<file path="config.mk">
export PLATFORM = sky130hd
export DESIGN_NAME = expr_check_arbiter
export DESIGN_NICKNAME = d
export VERILOG_FILES = /design/src/rtl/expr_check_arbiter.sv
export SDC_FILE = /design/constraint.sdc
export NUM_CORES = 1
export LEC_CHECK = 0
export BUFFER_PORTS_ARGS = -buffer_cell sky130_fd_sc_hd__buf_2
export CAP_MARGIN = 20
export CORE_MARGIN = 10
export CORE_UTILIZATION = 54
export CTS_BUF_LIST = sky130_fd_sc_hd__clkbuf_4 sky130_fd_sc_hd__clkbuf_8
export DETAILED_ROUTE_END_ITERATION = 8
export PLACE_DENSITY = 0.88
export SETUP_SLACK_MARGIN = 0.4
export SYNTH_ARGS = -nofsm -noshare
export SYNTH_HDL_FRONTEND = slang
export SYNTH_SLANG_ARGS = --single-unit
</file>
<file path="constraint.sdc">
create_clock -name clk -period 6 [get_ports clk]
set_input_delay 1.2 -clock clk [delete_from_list [all_inputs] [get_ports clk]]
set_output_delay 1.2 -clock clk [all_outputs]
set_load 0.05 [all_outputs]
</file>
<file path="src/rtl/expr_check_arbiter.sv">
// Round-robin arbiter sharing one expression recognizer among N byte-stream requesters.
// One requester owns the recognizer for a whole string; a verdict pulse follows its last byte.
module expr_check_arbiter #(
    parameter int unsigned N     = 4,
    parameter int unsigned LEN_W = 8,
    parameter int unsigned CNT_W = 16
) (
    input  logic             clk,
    input  logic             clr,
    input  logic [N-1:0]     req_valid,
    input  logic [8*N-1:0]   req_data,
    input  logic [N-1:0]     req_last,
    output logic [N-1:0]     req_ready,
    output logic             busy,
    output logic             res_valid,
    output logic [2:0]       res_id,
    output logic             res_ok,
    output logic [LEN_W-1:0] res_len,
    output logic [CNT_W-1:0] acc_cnt
);

    localparam int unsigned GW = (N > 1) ? $clog2(N) : 1;

    typedef enum logic [1:0] {StIdle, StRecv, StResp} st_e;
    typedef enum logic [2:0] {RecS0, RecS1, RecS2, RecP1, RecP2, RecP3, RecErr} rec_e;

    st_e              st_q, st_d;
    rec_e             rec_q, rec_d;
    logic [GW-1:0]    gnt_q, gnt_d;
    logic [GW-1:0]    last_gnt_q, last_gnt_d;
    logic [LEN_W-1:0] len_q, len_d;
    logic [2:0]       res_id_q, res_id_d;
    logic             res_ok_q, res_ok_d;
    logic [LEN_W-1:0] res_len_q, res_len_d;
    logic [CNT_W-1:0] acc_q, acc_d;

    logic [GW-1:0]    pick;
    logic             found;
    logic             hs;
    logic [7:0]       cur_byte;

    function automatic rec_e rec_step(input rec_e s, input logic [7:0] c);
        logic dig, op;
        dig = (c >= 8'h30) && (c <= 8'h39);
        op  = (c == 8'h2b) || (c == 8'h2a);
        rec_step = RecErr;
        case (s)
            RecS0, RecS2: begin
                if (dig)             rec_step = RecS1;
                else if (c == 8'h28) rec_step = RecP1;
            end
            RecS1:        if (op) rec_step = RecS2;
            RecP1, RecP3: if (dig) rec_step = RecP2;
            RecP2: begin
                if (op)              rec_step = RecP3;
                else if (c == 8'h29) rec_step = RecS1;
            end
            default:      rec_step = RecErr;
        endcase
    endfunction

    // Scan from the requester after the last grant, wrapping mod N.
    always_comb begin
        pick  = last_gnt_q;
        found = 1'b0;
        for (int unsigned k = 1; k <= N; k++) begin
            int unsigned idx;
            idx = (32'(last_gnt_q) + k) % N;
            if (!found && req_valid[idx]) begin
                found = 1'b1;
                pick  = GW'(idx);
            end
        end
    end

    assign hs       = (st_q == StRecv) && req_valid[gnt_q];
    assign cur_byte = req_data[8*gnt_q +: 8];

    always_comb begin
        st_d       = st_q;
        rec_d      = rec_q;
        gnt_d      = gnt_q;
        last_gnt_d = last_gnt_q;
        len_d      = len_q;
        res_id_d   = res_id_q;
        res_ok_d   = res_ok_q;
        res_len_d  = res_len_q;
        acc_d      = acc_q;
        req_ready  = '0;
        res_valid  = 1'b0;
        case (st_q)
            StIdle: begin
                if (found) begin
                    gnt_d = pick;
                    rec_d = RecS0;
                    len_d = '0;
                    st_d  = StRecv;
                end
            end
            StRecv: begin
                req_ready[gnt_q] = req_valid[gnt_q];
                if (hs) begin
                    rec_d = rec_step(rec_q, cur_byte);
                    if (len_q != '1) begin
                        len_d = len_q + 1'b1;
                    end
                    // A length that reaches the counter ceiling can no longer be reported exactly.
                    if (len_d == '1) begin
                        rec_d = RecErr;
                    end
                    if (req_last[gnt_q]) begin
                        st_d      = StResp;
                        res_id_d  = 3'(gnt_q);
                        res_len_d = len_d;
                        res_ok_d  = (rec_d == RecS1);
                    end
                end
            end
            StResp: begin
                res_valid = 1'b1;
                if (res_ok_q && (acc_q != '1)) begin
                    acc_d = acc_q + 1'b1;
                end
                last_gnt_d = gnt_q;
                st_d       = StIdle;
            end
            default: st_d = StIdle;
        endcase
    end

    always_ff @(posedge clk) begin
        if (clr) begin
            st_q       <= StIdle;
            rec_q      <= RecS0;
            gnt_q      <= '0;
            last_gnt_q <= GW'(N - 1);
            len_q      <= '0;
            res_id_q   <= '0;
            res_ok_q   <= 1'b0;
            res_len_q  <= '0;
            acc_q      <= '0;
        end else begin
            st_q       <= st_d;
            rec_q      <= rec_d;
            gnt_q      <= gnt_d;
            last_gnt_q <= last_gnt_d;
            len_q      <= len_d;
            res_id_q   <= res_id_d;
            res_ok_q   <= res_ok_d;
            res_len_q  <= res_len_d;
            acc_q      <= acc_d;
        end
    end

    assign busy    = (st_q != StIdle);
    assign res_id  = res_id_q;
    assign res_ok  = res_ok_q;
    assign res_len = res_len_q;
    assign acc_cnt = acc_q;

endmodule

</file>
# --- Word-level counts from Yosys, hierarchy flattened ---
# Index checks and enable logic that the tools add are counted.
totals:
  out_inout_bits: 34
  ff_bits: 44
op_classes:
  order_cmp: 8
  n_reduce_logical: 22
  bitwise: 1
  eq_ne: 18
  add_sub_neg: 6
  muxes: 47
  shift: 1
op_table:
  columns: ["op", "n"]
  rows:
  - ["8-bit 2-to-1 mux", 5]
  - ["8-bit by 6-bit == test with 1-bit output (second input constant)", 4]
  - ["32-bit by 6-bit variable part select with 8-bit output", 1]
  - ["3-bit 2-to-1 mux", 10]
  - ["16-bit by 1-bit adder with 16-bit output (second input constant)", 1]
  - ["2-bit 2-to-1 mux", 8]
  - ["16-bit != test (second input constant)", 1]
  - ["8-bit one-hot mux with 2 select lines", 1]
  - ["2-bit by 3-bit less-than comparator with 1-bit output (second input constant)", 5]
  - ["1-bit binary-select mux with 2-bit select", 6]
  - ["1-bit 2-to-1 mux", 12]
  - ["3-bit one-hot mux with 4 select lines", 1]
  - ["3-bit AND reduction", 3]
  - ["8-bit by 1-bit adder with 8-bit output (second input constant)", 1]
  - ["8-bit == test (second input constant)", 1]
  - ["8-bit by 6-bit >= comparator with 1-bit output (second input constant)", 1]
  - ["8-bit by 6-bit <= comparator with 1-bit output (second input constant)", 1]
  - ["8-bit != test (second input constant)", 1]
  - ["1-bit logical AND", 7]
  - ["3-bit by 1-bit == test with 1-bit output (second input constant)", 2]
  - ["3-bit by 2-bit == test with 1-bit output (second input constant)", 2]
  - ["3-bit == test (second input constant)", 2]
  - ["3-bit one-hot mux with 2 select lines", 1]
  - ["2-bit by 1-bit adder with 2-bit output (second input constant)", 2]
  - ["other kinds (17)", 24]

# --- Longest topological paths before layout ---
depth:
  word_depth: 15
  depth_mapped: 9
  ltp_nobuf: 7

# --- Worst setup path after synthesis ---
# Ideal clock, no wire load.
synth_path:
  path_type: "input -> output"
  startpoint: "in req_valid[2]"
  endpoint: "out req_ready[0]"
  required_ns: 4.800
  setup_slack_ns: 2.130
  path_stages: 3
  arrival_ns: 2.670
  path_buffers: 0
  cell_sequence: "mux4_2 nand2_1 nor3_1"
synth_via:
  elab_chain_len: 4
synth_rtl:
  columns: ["item", "line_no", "source"]
  rows:
  - ["start, declared", "10", "input logic [N-1:0] req_valid,"]
  - ["1-bit binary-select mux with 2-bit select", "101", "req_ready[gnt_q] = req_valid[gnt_q];"]
  - ["1-bit 2-to-1 mux (implied by the code)", "101", null]
  - ["4-bit AND (no source line)", null, null]
  - ["4-bit 2-to-1 mux", "91", "case (st_q)"]
  - ["end, declared", "13", "output logic [N-1:0] req_ready,"]
# No other way between the ends. The select of a mux whose other input is x is not followed.

# --- Worst setup path after layout ---
layout_path:
  startpoint: "in req_valid[3]"
  endpoint: "out req_ready[3]"
# Same word-level chain as after synthesis.

==> reports/metrics.yaml <==
hold_class: "reg -> reg"
ys_ff_latch: 44
core_um2: 4723
drt_iter0_markers: 203
synthSimpleGateAreaFrac_pct: 28.17
post_cts_buffers: 0
maxCapViolCount: 0
reg2reg_slack_ns: 3.20
wl_per_cell_um: 15.35
finalHoldViolCount: 0
drive_gt1_share_pct: 25.72
grt_max_degree: 47
rsz0062_at_grt: "false"
setup_violations: 0
tightest_slew_ns: 0.8121
final_common_cell: "buf_2"
syn_nets: 364
grt-ovfl-total: 0
tns_ns: 0
clockBufferDepth: 2
cts.sinks: 44
nFillCells: 400
p_leak_nw: 1.249
dp_slack_ns: 2.244
synth_compound_area_share_pct: 16.86
dr.pass1.iters: 4
crit_required_ns: 4.80
io_pins: 76
clkLatencyLatePin_ns: 0.30
synth.yosys.warnings: 0
worst_slack_ns: 2.251
grt_pass1_vias: 2449
cts.htree.levels: 2
fin_crit_sh_pct: 62.48
ys.flop_type: "dfxtp_1"
fin_worst_skew_ns: 0.009437
vias: 2576
root_buffer: "clkbuf_8"
crit_type: "in -> out"
port-buffer-count: 74
fmax_mhz: 266.8
cp-end-kind: "output pin"
multi_input_area_um2: 1627
synth_edf_count: 0
grt_pass1_wl_mm: 11.22
syn_to_final_growth_pct: 18.19
cts_buffers: 5
muxShareOfSynthArea_pct: 9.976
fin_crit_ns: 3.749
yosys.area_share.xor_xnor_pct: 5.653
post_cts_resized: 0
slew_viol_final: 0
wl_mm: 6.878
drc: 0
status: "finished, final reports clean"
antenna_cells: 0
postSynthAreaPerCell_um2: 8.231
yosysSeqAreaShare_pct: 33.44
max_slew_margin_pct: 45.86
dieArea_um2: 8071
netlist_instances: 320
synth.distinct_cells: 52
critPathLaunchType: "input port"
synthAdderAreaFrac_pct: 0.9501
postCtsHoldBufs: 0
hold_ws_ns: 0.4933
via_per_inst: 5.750
dp_hpwl_mm: 5.189
ff_latch_area_um2: 880.8
synth-async-reset-ratio_pct: 0
layout_common_cells: "buf_2 (74), nor2_1 (49), dfxtp_1 (44), a21oi_1 (28), nand2_1 (22)"
fin_nets: 424
place_congestion: 0.8626
final_antenna_net_count: 0
floorplan.initialDensity_pct: 55.76
std_cell_rows: 25
synth_area_um2: 2634
synth_top_family_by_area: "simple AND/OR/NAND/NOR gates"
cts_tree: "done"
ir_drop_v: 0.0001556
die_w_um: 89.84
path_clk_slew_ns: 0.08
grtUsageTotal_pct: 15.93
worst-path-max-fanout: 11
die_h_um: 89.84
antenna_found_initial: 0
power_density_nw_per_um2: 222.0
cp_data_arrival_time_ns: 2.55
[per-layer routing]
layer	part of all wire (%)	global-route usage, %	vias up
li1	-	-	1270
met1	43	18.32	1205
met2	49	27.54	87
met3	6.1	4.406	14
met4	1.9	5.526	0
met5	0	0	-
[power by group]
group          switching [mW]  internal (mW)
clock network           0.101          0.136
logic                  0.0807         0.0575
registers              0.0166          0.300
total                   0.198          0.493
[area by class of cell]
class | instances | share of cell area (%)
flip-flops and latches | 44 | 28.30
clock inverters | 2 | 1.246
repair buffers | 74 | 11.90
multi-input cells | 247 | 52.25
clock buffers | 6 | 2.653
inverters | 8 | 0.9646
well taps | 67 | 2.693
[cells in the mapped netlist (all sizes together) (2+ instances only)]
cell    number  share of area (%)
nand3b       3               0.86
nor3        14                2.9
xor2         7                2.3
dfxtp       44                 33
o41ai        2                1.2
a211o        3                1.0
o21ai       13                2.5
nand2b       8                1.9
mux4         8                7.3
or3b         5                1.7
a22oi        2               0.57
o22a         2               0.67
nand3       11                2.1
buf          6                1.5
nor4         3               0.71
inv          8                1.1
and2         2               0.47
o32ai        2               0.67
nand2       22                3.1
a21oi       28                5.3
a311oi       4                1.3
nand4        7                1.7
mux2i        6                2.3
ha           2               0.95
a21o         2               0.57
nor2b        4               0.95
or3          3               0.71
clkbuf      15                2.1
nor2        49                7.0
nor3b        4                1.1
a211oi       5                1.4
and4         4                1.3
xnor2       10                3.3
[final timing paths]
kind / startpoint / to / depth (start not counted)
worst min-delay path: res_len[6]$_SDFFE_PP0P_ / res_len[6]$_SDFFE_PP0P_ / 2
worst max register to register: gnt_q[0]$_SDFFE_PP0P_ / rec_q[1]$_SDFFE_PP0P_ / 6
worst min register to register: res_len[6]$_SDFFE_PP0P_ / res_len[6]$_SDFFE_PP0P_ / 2
worst max-delay path: req_valid[3] / req_ready[3] / 5
[kinds of logic (layout without fill, tap and decap cells)]
family | count (synthesis) | in the layout
compound gates | 68 | 68
xor+xnor | 17 | 17
fa+ha+maj | 2 | 2
buf+inv | 29 | 90
flops | 44 | 44
mux | 15 | 15
other cells | 1 | 1
simple gates | 144 | 144
[registers in the layout, indices dropped and copies added (netlist names)]
| register | cells |
|---|---|
| res_len | 8 |
| rec_q | 3 |
| last_gnt_q | 2 |
| res_ok | 1 |
| len_q | 8 |
| st_q | 2 |
| gnt_q | 2 |
| res_id | 2 |
| acc_cnt | 16 |
[worst max-delay path, stage by stage]
cell and delay (ns):
buf_2 0.13, mux4_2 0.49, and2_1 0.30, and3_1 0.23, buf_2 0.20
[metrics by stage]
step | utilization [%] | instances | total power, mW | instance area, um^2
5_1_grt | 65.91 | 448 | 0.7198 | 3113
6_report | 65.91 | 448 | 0.6912 | 3113
3_5_place_dp | 63.34 | 440 | 0.4601 | 2992
3_3_place_gp | 63.34 | 440 | 0.4560 | 2992
2_1_floorplan | - | 320 | 0.4267 | 2634
4_1_cts | 65.91 | 448 | 0.6939 | 3113
(Power assumes the default switching activity.)
